===== src/rtl/ib_up_link_arbiter.sv =====
// Packet-atomic round-robin merge of PORTS IB_UP transmit streams onto one link.
// Zero-latency mux; grant locks from the SOP transfer to the owner's EOP transfer.
module ib_up_link_arbiter #(
  parameter int PORTS      = 4,
  parameter int DATA_WIDTH = 64
) (
  input  logic                          clk,
  input  logic                          reset_n,
  input  logic [PORTS*DATA_WIDTH-1:0]   in_data,
  input  logic [PORTS-1:0]              in_sop_n,
  input  logic [PORTS-1:0]              in_eop_n,
  input  logic [PORTS-1:0]              in_src_rdy_n,
  output logic [PORTS-1:0]              in_dst_rdy_n,
  output logic [DATA_WIDTH-1:0]         out_data,
  output logic                          out_sop_n,
  output logic                          out_eop_n,
  output logic                          out_src_rdy_n,
  input  logic                          out_dst_rdy_n,
  output logic                          busy,
  output logic [$clog2(PORTS)-1:0]      owner
);

  localparam int PW = $clog2(PORTS);

  typedef enum logic {IDLE = 1'b0, LOCKED = 1'b1} state_t;

  state_t          state;
  logic [PW-1:0]   rr_ptr;
  logic [PW-1:0]   owner_q;
  logic [PW-1:0]   sel_idle;
  logic [PW-1:0]   sel;
  logic            found;
  logic            active;
  logic            xfer;
  logic [PORTS-1:0] req;

  function automatic logic [PW-1:0] next_port(input logic [PW-1:0] p);
    // Explicit wrap so non-power-of-2 port counts never reach an unused index.
    return (p == PW'(PORTS - 1)) ? '0 : p + 1'b1;
  endfunction

  assign req = ~in_src_rdy_n & ~in_sop_n;

  always_comb begin
    int idx;
    found    = 1'b0;
    sel_idle = '0;
    idx      = 0;
    for (int k = 0; k < PORTS; k++) begin
      idx = int'(rr_ptr) + k;
      if (idx >= PORTS) idx = idx - PORTS;
      if (!found && req[idx]) begin
        found    = 1'b1;
        sel_idle = PW'(idx);
      end
    end
  end

  assign sel    = (state == LOCKED) ? owner_q : sel_idle;
  assign active = reset_n && ((state == LOCKED) || found);

  always_comb begin
    out_data      = '0;
    out_sop_n     = 1'b1;
    out_eop_n     = 1'b1;
    out_src_rdy_n = 1'b1;
    in_dst_rdy_n  = '1;
    if (active) begin
      out_data          = in_data[sel*DATA_WIDTH +: DATA_WIDTH];
      out_sop_n         = in_sop_n[sel];
      out_eop_n         = in_eop_n[sel];
      out_src_rdy_n     = in_src_rdy_n[sel];
      in_dst_rdy_n[sel] = out_dst_rdy_n;
    end
  end

  assign xfer  = !out_src_rdy_n && !out_dst_rdy_n;
  assign busy  = (state == LOCKED);
  assign owner = reset_n ? sel : '0;

  always_ff @(posedge clk or negedge reset_n) begin
    if (!reset_n) begin
      state   <= IDLE;
      rr_ptr  <= '0;
      owner_q <= '0;
    end else begin
      case (state)
        IDLE: if (xfer) begin
          if (out_eop_n) begin
            state   <= LOCKED;
            owner_q <= sel;
          end else begin
            rr_ptr <= next_port(sel);
          end
        end
        LOCKED: if (xfer && !out_eop_n) begin
          state  <= IDLE;
          rr_ptr <= next_port(owner_q);
        end
        default: state <= IDLE;
      endcase
    end
  end

endmodule

===== config.mk =====
export PLATFORM = sky130hd
export DESIGN_NAME = ib_up_link_arbiter
export DESIGN_NICKNAME = d
export VERILOG_FILES = /design/src/rtl/ib_up_link_arbiter.sv
export SDC_FILE = /design/constraint.sdc
export NUM_CORES = 1
export LEC_CHECK = 0
export CAP_MARGIN = 30
export CORE_AREA = 2 2 133 135
export CTS_CLUSTER_DIAMETER = 60
export DETAILED_ROUTE_END_ITERATION = 10
export DIE_AREA = 0 0 135 137
export GPL_ROUTABILITY_DRIVEN = 1
export MAX_ROUTING_LAYER = met4
export PLACE_DENSITY_LB_ADDON = 0.05
export SLEW_MARGIN = 20
export SYNTH_ARGS = -nofsm -noshare
export SYNTH_HDL_FRONTEND = slang
export SYNTH_SLANG_ARGS = --single-unit

===== constraint.sdc =====
create_clock -name clk -period 2.96 [get_ports clk]
set_input_delay 0.444 -clock clk [delete_from_list [all_inputs] [get_ports clk]]
set_output_delay 0.444 -clock clk [all_outputs]
set_load 0.02 [all_outputs]

==> metrics.md <==
| Metric | Value |
|---|---|
| DRT Pass-1 Iters | 4 |
| Core area | 17,100 um^2 |
| Total nets after synthesis | 719 |
| Layout net count | 1,118 |
| CP most frequent cell | buf_12 |
| Die Wd | 135 um |
| Commonest non-fill, non-tap cell in the layout | clkdlybuf4s50_1 |
| Vias in the first global route | 5,250 |
| Cell area after synthesis | 2810 um^2 |
| EDFF count, synth | 0 |
| Crit path largest cell delay | 0.29 ns |
| Rows | 48 |
| Yosys warns | 0 |
| CP arrival | 2.54 ns |
| Setup TNS | -0.0270 ns |
| GRT Util Overall | 20.3% |
| Area grow syn2layout | 200% |
| Max Freq | 0.336 GHz |
| WL final | 20.6 mm |
| Total grt overflow | 0 |
| Antenna violations before repair | 0 |
| Number of synthesized register bits | 5 |
| Number of remaining DRC errors | 0 |
| Max Root-Sink Buffers | 2 |
| Finished Cell Area | 8420 um^2 |
| Placed insts | 1,017 |
| Max stage delay cell, worst path | o31ai_4 |
| ANT nets after route | 0 |
| Clk slew on worst S/H paths | 0.03 ns |
| IO Pins | 345 |
| Final setup fails | 2 |
| Crit path cell chain | buf_2 > or2_4 > a21oi_2 > o221a_4 > o31ai_4 > buf_12 > clkinv_16 > buf_12 > buf_12 > buf_16 > a211oi_2 > a311oi_1 > buf_2 |
| DR WL/cell | 19.3 um |
| Initial DRC count | 86 |
| Maxcap violations | 0 |
| Distinct cells, synth | 37 |
| First-pass GRT wire length | 29.0 mm |
| Hold Crit Class | reg -> reg |
| Starting utilization of the core area | 16.4% |
| Final non-filler cell total | 1,066 |
| Worst skew pair latency | 0.23 ns |
| Leakage | 3.25 nW |
| Avg Cell Area, Syn | 6.33 um^2 |
| GP Congestion | 0.838 |
| Via density per instance | 4.76 |
| Sequential share of the synthesized area | 4.46% |
| VDD IR max | 0.458 mV |
| Vias | 5,072 |
| Failing checks | negative setup slack |
| Area post-placement | 7270 um^2 |
| IO Port Bufs | 344 |
| Clk root buf | clkbuf_16 |
| Final hold vios | 0 |
| Worst setup margin | -0.0202 ns |
| Fin crit share | 101% |
| Ys flop type | dfrtp_1 |
| Final Max Tran Viols | 0 |
| Pin count of the biggest net entering global routing | 39 |
| Async SR Flop Fraction | 100% |
| Setup Skew | 0.000241 ns |
| Htree depth | 1 |
| Final Critical Period | 2.98 ns |
| Clock sink total | 5 |
| Final Util | 49.4% |
| Worst path buffer plus inverter count | 7 |
| Worst EP required | 2.52 ns |
| Die height | 137 um |
| Slew HR | 80.1% |
| TritonCTS clock tree | yes |
| Max FO, Critical Path | 7 |
| Post-DP HPWL | 14.6 mm |
| Outcome | finished with violations |
| Setup crit end kind | output pin |
| Mapped Cells | 443 |
| Num CTS Buffers | 3 |
| P per Cell Area | 886 nW/um^2 |
| CP Launch Type | primary input |
| Power, Total | 7.46 mW |
| Slew @ Worst Pin | 0.296 ns |
| Layout cells sized above 1 | 40.9% |
| WS Path Type | in -> out |
| RSZ-0062 raised after global routing | true |
| Most frequent cells in the layout | clkdlybuf4s50_1 (263), nand2_1 (124), buf_4 (110) |
| N_diodes | 0 |
| CP top delay family | buffers and inverters |
| Die area | 18,500 um^2 |
timing repair:
| item | CTS | global route |
|---|---|---|
| setup endpoints to repair | 77 | 70 |
| gates cloned | 8 | 8 |
| hold buffers | 0 | 0 |
| buffers inserted | 21 | 11 |
| pin swaps | 40 | 47 |
| gates resized for setup | 439 | 93 |
cells by family after synthesis:
| logic type | count (synthesis) | share of synthesized area, % |
|---|---|---|
| AOI/OAI and AO/OA | 145 | 41.9 |
| DFF | 5 | 4.46 |
| adders and majority gates | 5 | 2.23 |
| buffers and inverters | 54 | 9.32 |
| and+or+nand+nor | 221 | 37.1 |
| muxes | 13 | 5.00 |
stage by stage:
stage / setup slack, ns / hold WS [ns]
final: -0.0202 / 0.545
after global routing: -0.104 / 0.577
after CTS: -0.0310 / 0.537
after detailed placement: -0.871 / 0.522
after global placement: -0.827 / 0.521
after floorplan: 0.0153 / 0.148
final timing paths:
kind	startpoint	to	slack [ns]	cells after the start
max	in_src_rdy_n[0]	out_data[63]	-0.02	13
min	owner_q[1]	owner_q[1]	0.55	1
max reg2reg	rr_ptr[1]	rr_ptr[1]	0.08	13
min reg2reg	owner_q[1]	owner_q[1]	0.55	1
max in group asynchronous	reset_n	owner_q[1]	2.25	2
min in group asynchronous	reset_n	asynchronous set/reset pin	0.60	2
cell type report:
type,count,area (um^2)
Inverter,4,41.3
Clock buffer,4,78.8
Fill cell,1650,8640
Timing Repair Buffer,444,4580
Tap cell,225,282
Multi-Input combinational cell,384,3310
Sequential cell,5,125
worst register-to-register path, cell delays in order, from the launching register on:
cell and delay (ns):
dfrtp_1 0.40, buf_6 0.14, buf_4 0.14, nor4_1 0.22, a311oi_1 0.10, a22oi_2 0.24
buf_12 0.18, buf_4 0.12, mux2i_1 0.20, mux2i_1 0.11, buf_4 0.15, buf_4 0.13
nor4_4 0.27, mux2_1 0.35
where the power goes:
group / total, mW / internal (mW) / switching [mW]
clock: 0.229 / 0.179 / 0.0498
sequential: 0.140 / 0.0996 / 0.0400
combinational: 7.09 / 3.61 / 3.48
Yosys cell counts (2+ instances only):
master | number | share of area, %
nand2_1 | 137 | 18
a311oi_1 | 65 | 20
a211oi_1 | 64 | 17
and2_1 | 64 | 14
clkbuf_1 | 33 | 4.4
mux2i_1 | 7 | 2.5
nor2_1 | 7 | 0.94
buf_4 | 6 | 1.6
a21oi_1 | 5 | 0.89
buf_2 | 5 | 0.89
dfrtp_1 | 5 | 4.5
ha_1 | 5 | 2.2
buf_6 | 4 | 1.6
inv_1 | 4 | 0.54
mux2_1 | 4 | 1.6
or2_2 | 3 | 0.67
a22oi_1 | 2 | 0.54
buf_1 | 2 | 0.27
nor3_1 | 2 | 0.36
o21ai_0 | 2 | 0.36
layer usage:
layer	routed length [um]	vias to the layer above	part of all wire, %	global-route usage [%]
met5	0	-	0	-
met4	195	0	0.95	2.84
li1	-	2454	-	-
met2	10800	195	52	38.2
met1	8460	2406	41	23.6
met3	1170	17	5.7	2.56
Note: power is estimated with default switching activity, not from simulation.
